<file path="src/rtl/multicycle_control_unit_pkg.sv">
// Shared encodings for the multicycle control unit: opcodes, FSM states,
// ALUOp and ALUControl codes, plus small opcode helper functions.
package multicycle_control_unit_pkg;

    // RV32I subset opcodes handled by the controller
    localparam logic [6:0] OP_LW   = 7'b0000011;
    localparam logic [6:0] OP_SW   = 7'b0100011;
    localparam logic [6:0] OP_R    = 7'b0110011;
    localparam logic [6:0] OP_I    = 7'b0010011;
    localparam logic [6:0] OP_BEQ  = 7'b1100011;
    localparam logic [6:0] OP_JAL  = 7'b1101111;

    // FSM states, 4-bit encoding
    typedef enum logic [3:0] {
        S_FETCH    = 4'd0,
        S_DECODE   = 4'd1,
        S_MEMADR   = 4'd2,
        S_MEMREAD  = 4'd3,
        S_MEMWB    = 4'd4,
        S_MEMWRITE = 4'd5,
        S_EXECR    = 4'd6,
        S_EXECI    = 4'd7,
        S_ALUWB    = 4'd8,
        S_JAL      = 4'd9,
        S_BEQ      = 4'd10
    } state_t;

    // ALUOp encodings passed to the ALU decoder
    localparam logic [1:0] ALUOP_ADD   = 2'b00;
    localparam logic [1:0] ALUOP_SUB   = 2'b01;
    localparam logic [1:0] ALUOP_FUNCT = 2'b10;

    // ALUControl encodings seen by the datapath ALU
    localparam logic [2:0] ALUC_ADD = 3'b000;
    localparam logic [2:0] ALUC_SUB = 3'b001;
    localparam logic [2:0] ALUC_AND = 3'b010;
    localparam logic [2:0] ALUC_OR  = 3'b011;
    localparam logic [2:0] ALUC_SLT = 3'b101;

    // Immediate format selected purely from the opcode
    function automatic logic [1:0] imm_src(input logic [6:0] op);
        logic [1:0] sel;
        case (op)
            OP_SW:   sel = 2'b01;
            OP_BEQ:  sel = 2'b10;
            OP_JAL:  sel = 2'b11;
            default: sel = 2'b00;
        endcase
        return sel;
    endfunction

    // True for every opcode the FSM knows how to sequence
    function automatic logic is_supported_op(input logic [6:0] op);
        logic ok;
        case (op)
            OP_LW, OP_SW, OP_R, OP_I, OP_BEQ, OP_JAL: ok = 1'b1;
            default:                                  ok = 1'b0;
        endcase
        return ok;
    endfunction

    // States that own the shared memory and therefore wait for mem_ready
    function automatic logic is_mem_state(input state_t st);
        logic m;
        case (st)
            S_FETCH, S_MEMREAD, S_MEMWRITE: m = 1'b1;
            default:                        m = 1'b0;
        endcase
        return m;
    endfunction

endpackage

</file>
<file path="src/rtl/multicycle_control_unit_alu_decoder.sv">
// ALU decoder: maps ALUOp plus funct3/funct7 to the ALUControl code.
// Unsupported funct3 values fall back to add without raising a flag.
module alu_decoder
    import multicycle_control_unit_pkg::*;
(
    input  logic [1:0] i_alu_op,
    input  logic [2:0] i_funct3,
    input  logic       i_funct7b5,
    input  logic       i_opb5,
    output logic [2:0] o_alu_control
);

    // Decode the ALU operation; subtract only for R-type with funct7[5] set
    always_comb begin
        o_alu_control = ALUC_ADD;
        case (i_alu_op)
            ALUOP_ADD: o_alu_control = ALUC_ADD;
            ALUOP_SUB: o_alu_control = ALUC_SUB;
            ALUOP_FUNCT: begin
                case (i_funct3)
                    3'b000:  o_alu_control = (i_opb5 && i_funct7b5) ? ALUC_SUB : ALUC_ADD;
                    3'b010:  o_alu_control = ALUC_SLT;
                    3'b110:  o_alu_control = ALUC_OR;
                    3'b111:  o_alu_control = ALUC_AND;
                    default: o_alu_control = ALUC_ADD;
                endcase
            end
            default: o_alu_control = ALUC_ADD;
        endcase
    end

endmodule

</file>
<file path="src/rtl/multicycle_control_unit.sv">
// Multicycle control unit: Moore FSM sequencing fetch/decode/execute for an
// RV32I subset over a shared memory, with a mem_ready wait handshake, a
// wait-state watchdog that aborts to a refetch, and an illegal-opcode pulse.
module multicycle_control_unit
    import multicycle_control_unit_pkg::*;
#(
    parameter bit MEM_WAIT_EN = 1'b1,
    parameter int TIMEOUT_W   = 8,
    parameter int MEM_TIMEOUT = 255
) (
    input  logic       clk,
    input  logic       rst,
    input  logic [6:0] OP,
    input  logic [2:0] funct3,
    input  logic [6:0] funct7,
    input  logic       zero,
    input  logic       mem_ready,
    output logic       PCWrite,
    output logic       AdrSrc,
    output logic       MemWrite,
    output logic       IRWrite,
    output logic [1:0] ResultSrc,
    output logic [1:0] ALUSrcA,
    output logic [1:0] ALUSrcB,
    output logic [1:0] ImmSrc,
    output logic [2:0] ALUControl,
    output logic       RegWrite,
    output logic       illegal_op,
    output logic       mem_err
);

    localparam bit                   WDOG_EN = (MEM_TIMEOUT != 0);
    localparam logic [TIMEOUT_W-1:0] CNT_ONE = TIMEOUT_W'(1);
    localparam logic [TIMEOUT_W-1:0] CNT_MAX = {TIMEOUT_W{1'b1}};
    // Counter value at which the current non-granted cycle is the last allowed one
    localparam logic [TIMEOUT_W-1:0] CNT_LAST = TIMEOUT_W'(MEM_TIMEOUT - 1);

    state_t               r_state;
    state_t               w_next_state;
    logic [TIMEOUT_W-1:0] r_wait_cnt;
    logic [TIMEOUT_W-1:0] w_wait_cnt_next;
    logic                 w_grant;
    logic                 w_mem_state;
    logic                 w_timeout;
    logic [1:0]           w_alu_op;
    logic [2:0]           w_alu_control;
    logic                 w_unused_funct7;

    // Only funct7[5] matters for this instruction subset
    assign w_unused_funct7 = ^{funct7[6], funct7[4:0]};

    // Memory grant and watchdog expiry for the current cycle
    always_comb begin
        w_grant     = MEM_WAIT_EN ? mem_ready : 1'b1;
        w_mem_state = is_mem_state(r_state);
        w_timeout   = WDOG_EN && w_mem_state && !w_grant && (r_wait_cnt == CNT_LAST);
    end

    // Next-state logic; a grant always beats a simultaneous timeout
    always_comb begin
        w_next_state = r_state;
        case (r_state)
            S_FETCH:    w_next_state = w_grant ? S_DECODE : S_FETCH;
            S_DECODE: begin
                case (OP)
                    OP_LW, OP_SW: w_next_state = S_MEMADR;
                    OP_R:         w_next_state = S_EXECR;
                    OP_I:         w_next_state = S_EXECI;
                    OP_JAL:       w_next_state = S_JAL;
                    OP_BEQ:       w_next_state = S_BEQ;
                    default:      w_next_state = S_FETCH;
                endcase
            end
            S_MEMADR:   w_next_state = (OP == OP_SW) ? S_MEMWRITE : S_MEMREAD;
            S_MEMREAD:  w_next_state = w_grant ? S_MEMWB : (w_timeout ? S_FETCH : S_MEMREAD);
            S_MEMWB:    w_next_state = S_FETCH;
            S_MEMWRITE: w_next_state = (w_grant || w_timeout) ? S_FETCH : S_MEMWRITE;
            S_EXECR:    w_next_state = S_ALUWB;
            S_EXECI:    w_next_state = S_ALUWB;
            S_ALUWB:    w_next_state = S_FETCH;
            S_JAL:      w_next_state = S_ALUWB;
            S_BEQ:      w_next_state = S_FETCH;
            default:    w_next_state = S_FETCH;
        endcase
    end

    // Wait counter: counts stalled memory cycles, saturating, cleared on grant/abort/leave
    always_comb begin
        if (w_mem_state && !w_grant && !w_timeout) begin
            w_wait_cnt_next = (r_wait_cnt == CNT_MAX) ? r_wait_cnt : (r_wait_cnt + CNT_ONE);
        end else begin
            w_wait_cnt_next = {TIMEOUT_W{1'b0}};
        end
    end

    // State register and wait counter, asynchronously returned to FETCH
    always_ff @(posedge clk or negedge rst) begin
        if (!rst) begin
            r_state    <= S_FETCH;
            r_wait_cnt <= {TIMEOUT_W{1'b0}};
        end else begin
            r_state    <= w_next_state;
            r_wait_cnt <= w_wait_cnt_next;
        end
    end

    // Moore output decode; FETCH enables and BEQ PCWrite qualified by grant/zero
    always_comb begin
        PCWrite    = 1'b0;
        AdrSrc     = 1'b0;
        MemWrite   = 1'b0;
        IRWrite    = 1'b0;
        ResultSrc  = 2'b00;
        ALUSrcA    = 2'b00;
        ALUSrcB    = 2'b00;
        RegWrite   = 1'b0;
        illegal_op = 1'b0;
        mem_err    = 1'b0;
        w_alu_op   = ALUOP_ADD;
        case (r_state)
            S_FETCH: begin
                ALUSrcB   = 2'b10;
                ResultSrc = 2'b10;
                IRWrite   = w_grant;
                PCWrite   = w_grant;
                mem_err   = w_timeout;
            end
            S_DECODE: begin
                ALUSrcA    = 2'b01;
                ALUSrcB    = 2'b01;
                illegal_op = !is_supported_op(OP);
            end
            S_MEMADR: begin
                ALUSrcA = 2'b10;
                ALUSrcB = 2'b01;
            end
            S_MEMREAD: begin
                AdrSrc  = 1'b1;
                mem_err = w_timeout;
            end
            S_MEMWB: begin
                ResultSrc = 2'b01;
                RegWrite  = 1'b1;
            end
            S_MEMWRITE: begin
                AdrSrc   = 1'b1;
                MemWrite = 1'b1;
                mem_err  = w_timeout;
            end
            S_EXECR: begin
                ALUSrcA  = 2'b10;
                ALUSrcB  = 2'b00;
                w_alu_op = ALUOP_FUNCT;
            end
            S_EXECI: begin
                ALUSrcA  = 2'b10;
                ALUSrcB  = 2'b01;
                w_alu_op = ALUOP_FUNCT;
            end
            S_ALUWB: begin
                ResultSrc = 2'b00;
                RegWrite  = 1'b1;
            end
            S_JAL: begin
                ALUSrcA   = 2'b01;
                ALUSrcB   = 2'b10;
                ResultSrc = 2'b00;
                PCWrite   = 1'b1;
            end
            S_BEQ: begin
                ALUSrcA   = 2'b10;
                ALUSrcB   = 2'b00;
                ResultSrc = 2'b00;
                w_alu_op  = ALUOP_SUB;
                PCWrite   = zero;
            end
            default: begin
                PCWrite = 1'b0;
            end
        endcase
    end

    assign ImmSrc     = imm_src(OP);
    assign ALUControl = w_alu_control;

    alu_decoder u_alu_decoder (
        .i_alu_op      (w_alu_op),
        .i_funct3      (funct3),
        .i_funct7b5    (funct7[5]),
        .i_opb5        (OP[5]),
        .o_alu_control (w_alu_control)
    );

endmodule
</file>
<file path="config.mk">
export PLATFORM = sky130hd
export DESIGN_NAME = multicycle_control_unit
export DESIGN_NICKNAME = d
export VERILOG_FILES = /design/src/rtl/multicycle_control_unit_pkg.sv /design/src/rtl/multicycle_control_unit_alu_decoder.sv /design/src/rtl/multicycle_control_unit.sv
export SDC_FILE = /design/constraint.sdc
export NUM_CORES = 1
export LEC_CHECK = 0
export BUFFER_PORTS_ARGS = -buffer_cell sky130_fd_sc_hd__buf_2
export CAP_MARGIN = 20
export CELL_PAD_IN_SITES_DETAIL_PLACEMENT = 1
export CELL_PAD_IN_SITES_GLOBAL_PLACEMENT = 2
export CORE_UTILIZATION = 30
export DETAILED_ROUTE_END_ITERATION = 8
export PLACE_DENSITY = 0.89
export SETUP_SLACK_MARGIN = 0.2
export SLEW_MARGIN = 10
export SYNTH_ARGS = -nofsm -noshare
export SYNTH_HDL_FRONTEND = slang
export SYNTH_SLANG_ARGS = --single-unit
</file>
<file path="constraint.sdc">
create_clock -name clk -period 5.07 [get_ports clk]
set_clock_uncertainty 0.05 [all_clocks]
set_input_delay 0.7605 -clock clk [delete_from_list [all_inputs] [get_ports clk]]
set_output_delay 0.7605 -clock clk [all_outputs]
set_load 0.005 [all_outputs]
</file>
==> run_results.csv, run 1 <==
group,metric,value,unit
floorplan,io_pins,39,
floorplan,die_w,63.0,um
synth,synth_area_per_cell,8.45,sq um
timing,min_period,3130,ps
synth,netlist_area,1110,sq um
global_route,grt_pass1_wl,5190,um
routing,wl_met1,1370,um
layout,final_common_cell,"buf_2",
floorplan,dieArea,3960,sq um
clock_network,cts_resized,0,
layout,area_delta_synth_final,20.4,%
placed_design,dp_cells,203,
clock_network,clock_path_buffers,2,
setup_path,worstPathArrival,2320,ps
global_route,grt_pass1_vias,1105,
power,p_total,262,uW
synth,ys_seq_area_share,26.9,%
global_route,grt.total_usage,16.0,%
clock_network,cts_max_level,1,
clock_network,cts_root_buf,"clkbuf_8",
routing,first_iter_violations,30,
routing,drc,0,
floorplan,rows,21,
clock_network,cts_num_sinks,12,
synth,yosysUniqueCellTypes,48,
setup_path,cp.required,4260,ps
routing,drt_first_pass_iters,4,
layout,drive_above_1_share,29.8,%
synth,yosys-top-cells-area,"dfrtp_1, nor2_1, xor2_1",
setup_path,rr_worst_depth,5,
layout,final_cell_mix,"buf_2, nor2_1, dfrtp_1",
routing,routedWlPerCell,14.5,um
setup_path,reg2reg_slack,3300,ps
power,seqPwrFrac,41.3,%
routing,route.met2.wl,1550,um
setup_path,path_class,"reg -> out",
synth,synth_cells,132,
timing,slew_headroom,58.5,%
global_route,grt_start_max_net_pins,21,
clock_network,tritoncts.num_buffers,3,
floorplan,die_height,63.0,um
setup_path,crit_fanout,20,
synth,synthArstFlopShare,100,%
routing,highest_layer,"met4",
power,p_switching,70.8,uW
clock_network,hold_buffers,0,
routing,dr_wl_met3,58,um
layout,diodes,0,
routing,vias,1128,
clock_network,clk_pin_slew,60,ps
power,p_int,191,uW
layout,design_area,1340,sq um
timing,setup_viol,0,
placed_design,portBuffers,32,
synth,yosysWarnings,0,
placed_design,gp_congestion,0.796,
synth,yosysTopAreaCell,"dfrtp_1",
synth,synth-edff-count,0,
setup_path,start_kind,"flip-flop",
floorplan,start_util,32.4,%
power,peakVddDrop,0.0999,mV
timing,worst_pin_slew,623,ps
global_route,overflow,0,
clock_network,cts_tree,"built",
timing,fin_tns_setup,0,ps
worst_hold_path,hold_class,"in -> async",
routing,wl,3010,um
setup_path,setup.worst_path.end_class,"output pin",
synth,synth_flop_cell,"dfrtp_1",
timing,hold_violations,0,
clock_network,cts_setup_buffers,0,
power,power_density,195,nW/um^2
timing,max_freq,0.319,GHz
layout,nFillCells,428,
global_route,antenna_found_initial,0,
outcome,status,"finished clean",
timing,maxSlewViolCount,0,
routing,viasPerCell,5.45,
run,maxCapViolations,0,
clock_network,clk_latency,240,ps
placed_design,dpl_cell_area,1290,sq um
power,switching_share,27.0,%
timing,rsz0062_at_grt,"false",
timing,finalCritPeriodShare,61.8,%
layout,final_core_util,39.0,%
floorplan,core_area,3440,sq um
power,p_clk_share,39.3,%
synth,syn-num-nets,157,
power,combinationalPowerShare,19.5,%
synth,ys_seq_elements,12,
setup_path,r2r_end,"r_wait_cnt[7]",
layout,fin_nets,187,
setup_path,timing.rr.start,"r_wait_cnt[0]",
routing,antenna_left,0,
synth,synth.top_cell.area_share,26.9,%
placed_design,dp_hpwl,2300,um
layout,fin_cells,207,
power,p_leak,0.641,nW
-- synthesized netlist by cell type, drive strengths merged, types with 4 or more instances --
library cell	n
inv	8
nor3	9
nor4	5
ha	4
a21oi	6
nand3b	4
nand2b	5
xor2	6
nand2	8
nor2	17
dfrtp	12
buf	6
-- power groups by stage --
stage	clock (mW)	sequential [mW]	combinational (mW)
2_1_floorplan	0	0.103	0.0351
6_report	0.103	0.108	0.0510
3_3_place_gp	0	0.109	0.0495
4_1_cts	0.105	0.108	0.0519
3_5_place_dp	0	0.110	0.0514
5_1_grt	0.111	0.109	0.0572
-- worst max-delay path by stage --
stage,startpoint,end
2_1_floorplan,r_state[1],ALUControl[2]
3_3_place_gp,r_state[1],ALUControl[2]
3_5_place_dp,r_state[1],ALUControl[2]
4_1_cts,r_state[1],ALUControl[2]
5_1_grt,r_state[1],ALUControl[2]
6_report,r_state[1],ALUControl[2]
-- metrics by stage --
stage                     setup slack (ps)  hold slack [ps]
after global routing                  1690              366
after CTS                             1930              347
after floorplan                       2720              415
after global placement                2270              533
after detailed placement              2190              561
final                                 1940              338
-- registers in the layout (all words and copies together), names as in the netlist --
| register | flops |
|---|---|
| r_state | 4 |
| r_wait_cnt | 8 |
-- cell type report --
cell class	instances	area [sq um]	area share [%]
Tap cell	46	57.6	4.29
Timing Repair Buffer	32	160	11.9
Sequential cell	12	300	22.4
Multi-Input combinational cell	105	739	55.1
Inverter	8	30.0	2.24
Clock buffer	4	55.1	4.10
-- logic make-up after synthesis --
family | count (synthesis) | synth area share, %
compound gates | 27 | 19.5
xor+xnor | 8 | 6.29
fa+ha+maj | 4 | 4.49
buf+inv | 15 | 6.73
flops | 12 | 26.9
mux | 1 | 0.898
simple gates | 65 | 35.1
-- per-layer routing --
layer / track usage, % / vias to the layer above
li1: - / 544
met1: 21.0 / 566
met2: 28.0 / 16
met3: 1.28 / 2
met4: 3.78 / 0
met5: 0 / -
-- critical path: stages, from the launching register on --
cell      delay [ps]
dfrtp_1          740
nor2b_1          390
nand3b_1         160
ha_1             330
nand3b_1         180
nor3_1           150
buf_2            150
Power figures use the tool's default switching activity.
==> inputs of run 2 (changes only) <==
CORE_UTILIZATION = 28   (was 30)
PLACE_DENSITY = 0.84   (was 0.89)
clock period = 3.2 ns   (was 5.07 ns; I/O delays follow)
==> run 2 against run 1 <==
  * Setup slack lost 1500 ps
  * First-iteration DRC count up 130%
  * Non-clock buffer count increased by 1
  * Die area up 6.9%
  * Largest power group is now the clock network
==> run_results.csv, run 2 (synthesis results as in run 1) <==
group,metric,value,unit
setup_path,worstPathArrival,2220,ps
routing,routedWlPerCell,15.1,um
timing,slew_headroom,47.6,%
floorplan,core_area,3740,sq um
routing,drc,0,
layout,design_area,1350,sq um
clock_network,cts_resized,0,
layout,largest_reg_flops,8,
timing,max_freq,0.363,GHz
power,switching_share,28.6,%
placed_design,dp_hpwl,2480,um
global_route,grt_pass1_wl,5310,um
global_route,overflow,0,
layout,area_delta_synth_final,21.3,%
global_route,grt_start_max_net_pins,20,
timing,fin_tns_setup,0,ps
power,p_switching,122,uW
clock_network,cts_num_sinks,12,
setup_path,cp.required,2670,ps
floorplan,io_pins,39,
power,seqPwrFrac,39.9,%
outcome,status,"finished clean",
layout,drive_above_1_share,30.2,%
floorplan,dieArea,4240,sq um
global_route,grt_pass1_vias,1154,
layout,diodes,0,
power,power_density,315,nW/um^2
placed_design,gp_congestion,0.789,
routing,drt_first_pass_iters,4,
placed_design,dpl_cell_area,1300,sq um
clock_network,tritoncts.num_buffers,3,
power,p_total,426,uW
power,p_leak,0.647,nW
placed_design,dp_cells,206,
timing,rsz0062_at_grt,"false",
floorplan,die_height,65.1,um
power,p_clk_share,40.6,%
layout,top_register,"r_wait_cnt",
clock_network,cts_tree,"built",
setup_path,crit_fanout,17,
routing,viasPerCell,5.27,
global_route,antenna_found_initial,0,
power,combinationalPowerShare,19.5,%
setup_path,setup.worst_path.end_class,"output pin",
global_route,grt.total_usage,16.0,%
routing,vias,1106,
routing,antenna_left,0,
clock_network,hold_buffers,0,
layout,final_common_cell,"buf_2",
clock_network,clock_path_buffers,2,
clock_network,cts_max_level,1,
clock_network,clk_pin_slew,60,ps
layout,fin_cells,210,
layout,final_cell_mix,"buf_2, nor2_1, dfrtp_1",
layout,fin_nets,188,
layout,largestRegisters,"r_wait_cnt x8, r_state x4",
timing,hold_violations,0,
routing,first_iter_violations,70,
power,peakVddDrop,0.123,mV
timing,setup_viol,0,
run,maxCapViolations,0,
clock_network,cts_root_buf,"clkbuf_8",
floorplan,die_w,65.1,um
clock_network,clk_latency,250,ps
setup_path,start_kind,"flip-flop",
timing,worst_pin_slew,779,ps
placed_design,portBuffers,32,
timing,maxSlewViolCount,0,
power,p_int,304,uW
setup_path,path_class,"reg -> out",
worst_hold_path,hold_class,"in -> async",
floorplan,rows,22,
timing,finalCritPeriodShare,86.0,%
clock_network,cts_setup_buffers,0,
routing,wl,3160,um
timing,min_period,2750,ps
floorplan,start_util,29.8,%
timing,whs,56.6,ps
==> run 2: per-stage QoR <==
step                utilization [%]  worst slack, ps
floorplan                         -             1130
global placement               34.7              790
detailed placement             34.7              747
CTS                            36.1              458
global route                   36.1              243
finish                         36.1              447
==> run 2: metal layers <==
| layer | track usage [%] | wire length (um) | vias to the layer above |
|---|---|---|---|
| met5 | 0 | 0 | - |
| met4 | 4.89 | 46 | 0 |
| met3 | 1.74 | 80 | 4 |
| met2 | 28.5 | 1580 | 23 |
| met1 | 20.1 | 1460 | 537 |
| li1 | - | - | 542 |
==> run 2: final timing paths <==
check,start,end,slack (ps),depth (start not counted)
min in group clk,OP[2],r_state[0],550,3
min reg2reg,r_wait_cnt[7],r_wait_cnt[7],560,2
max,r_state[0],ALUControl[2],450,6
max reg2reg,r_state[0],r_state[0],1420,4
max in group asynchronous,rst,r_wait_cnt[7],2820,1
min,rst,r_state[3],60,1
==> run 2: critical path: stages, from the launching register on <==
cell and delay (ps):
dfrtp_1 590, nor2b_1 410, nand3b_1 190, ha_1 340, nand3b_1 180, nor3_1 130, buf_2 140
==> run 2: power by group through the flow <==
stage	sequential, mW	clock (mW)	combinational [mW]
3_5_place_dp	0.172	0	0.0841
4_1_cts	0.170	0.176	0.0847
2_1_floorplan	0.164	0	0.0555
6_report	0.170	0.173	0.0830
5_1_grt	0.172	0.179	0.0929
3_3_place_gp	0.172	0	0.0803
==> run 2: cell type report <==
cell class	instances	area, sq um
Fill cell	486	2390
Multi-Input combinational cell	105	739
Sequential cell	12	300
Timing Repair Buffer	33	168
Tap cell	48	60.1
Clock buffer	4	55.1
Inverter	8	30.0
==> inputs of run 3 (changes only) <==
GPL_TIMING_DRIVEN = 0   (was not set)
==> run 3 against run 2 <==
  * Via count grew 1.7%
  * Fmax grew 2.8%
  * Utilization grew 0.64 points
  * Power shrank 7.8%
  * Highest routed layer unchanged
  * Setup slack gained 76 ps
  * Final area grew 1.8%
  * Critical path type unchanged
  * Largest power group is now registers
  * Die area is the same
  * Largest cell class unchanged
  * Cell count grew 2.4%
  * Register-to-register slack gained 30 ps
  * First-iteration DRC count shrank 44%
  * Combinational power grew 11%
==> run_results.csv, run 3 (synthesis results as in run 1) <==
group,metric,value,unit
setup_path,path_class,"reg -> out",
placed_design,dp_cells,212,
routing,viasPerCell,5.23,
placed_design,dpl_cell_area,1340,sq um
routing,drt_first_pass_iters,4,
routing,antenna_left,0,
floorplan,die_w,65.1,um
timing,rsz0062_at_grt,"false",
routing,wl,3090,um
setup_path,cp.required,2670,ps
placed_design,dp_slack,767,ps
layout,largest_reg_flops,8,
layout,top_register,"r_wait_cnt",
clock_network,clk_pin_slew,50,ps
clock_network,tritoncts.num_buffers,3,
global_route,grt_start_max_net_pins,13,
timing,worst_pin_slew,651,ps
layout,nFillCells,481,
layout,final_common_cell,"buf_2",
floorplan,io_pins,39,
clock_network,cts_resized,0,
global_route,grt.total_usage,15.7,%
global_route,grt_pass1_vias,1120,
timing,min_period,2680,ps
layout,drive_above_1_share,31.1,%
timing,worst_slack,523,ps
layout,fin_nets,194,
floorplan,core_area,3740,sq um
timing,hold_violations,0,
layout,final_core_util,36.8,%
placed_design,portBuffers,32,
timing,maxSlewViolCount,0,
floorplan,start_util,29.8,%
setup_path,crit_fanout,10,
setup_path,worstPathCellList,"buf_2, nor2b_1, nand3b_1, ha_1, nand3b_1, nor3_1, buf_2",
clock_network,clk_latency,240,ps
power,p_leak,0.664,nW
layout,design_area,1380,sq um
layout,largestRegisters,"r_wait_cnt x8, r_state x4",
clock_network,hold_buffers,0,
placed_design,dp_hpwl,2510,um
timing,fin_tns_setup,0,ps
run,maxCapViolations,0,
timing,finalCritPeriodShare,83.7,%
clock_network,cts_setup_buffers,0,
layout,final_cell_mix,"buf_2, nor2_1, dfrtp_1",
power,peakVddDrop,0.109,mV
clock_network,clock_path_buffers,2,
global_route,overflow,0,
clock_network,cts_tree,"built",
clock_network,cts_root_buf,"clkbuf_8",
global_route,grt_pass1_wl,5240,um
clock_network,cts_max_level,1,
routing,routedWlPerCell,14.4,um
routing,first_iter_violations,39,
setup_path,worstPathArrival,2150,ps
power,power_density,285,nW/um^2
setup_path,critPathSlowestCell,"nor2b_1",
floorplan,die_height,65.1,um
setup_path,start_kind,"flip-flop",
layout,multi_input_area,739,sq um
layout,regArea,300,sq um
layout,diodes,0,
layout,area_delta_synth_final,23.5,%
floorplan,dieArea,4240,sq um
setup_path,setup.worst_path.end_class,"output pin",
clock_network,cts_num_sinks,12,
setup_path,slowest_delay,360,ps
timing,max_freq,0.374,GHz
placed_design,gp_congestion,0.792,
routing,vias,1125,
floorplan,rows,22,
timing,slew_headroom,56.2,%
layout,fin_cells,215,
timing,setup_viol,0,
global_route,antenna_found_initial,0,
outcome,status,"finished clean",
worst_hold_path,hold_class,"in -> async",
routing,drc,0,
[run 3: report_power, final]
group | leakage, nW | total, mW | switching, mW | internal [mW]
Sequential | 0.165 | 0.163 | 0.00645 | 0.157
Clock | 0.0216 | 0.138 | 0.0546 | 0.0829
Combinational | 0.478 | 0.0921 | 0.0509 | 0.0412
[run 3: worst paths after layout]
check	from	end	slack (ps)	depth (start not counted)
setup / recovery	r_state[1]	ALUControl[2]	520	7
hold reg to reg	r_wait_cnt[7]	r_wait_cnt[7]	550	2
hold / removal	rst	r_wait_cnt[6]	60	1
min in group clk	r_wait_cnt[7]	r_wait_cnt[7]	550	2
setup reg to reg	r_wait_cnt[0]	r_wait_cnt[7]	1450	5
max in group asynchronous	rst	r_state[1]	2820	1
[run 3: final cells by class]
| type | count | area share (%) |
|---|---|---|
| multi-input combinational | 105 | 53.7 |
| sequential | 12 | 21.8 |
| tap | 48 | 4.36 |
| clock buffer | 3 | 3.00 |
| buffer | 7 | 3.27 |
| inverter | 8 | 2.18 |
| timing repair buffer | 32 | 11.6 |
[run 3: metal layers]
metal	up-vias	global-route usage, %	part of all wire, %
li1	550	-	-
met1	552	21.4	48
met2	18	26.4	49
met3	5	1.04	1.7
met4	0	4.89	1.4
met5	-	0	0
[run 3: through the flow]
stage               power [mW]  hold WS, ps
floorplan                0.219          134
global placement         0.255          318
detailed placement       0.258          323
CTS                      0.395         65.3
global route             0.412         77.0
finish                   0.393         56.2
[run 3: critical path, delay by kind of cell (launching register included)]
family / cells / cell delay (ps)
simple gates: 4 / 880
buf+inv: 2 / 350
flops: 1 / 330
fa+ha+maj: 1 / 340
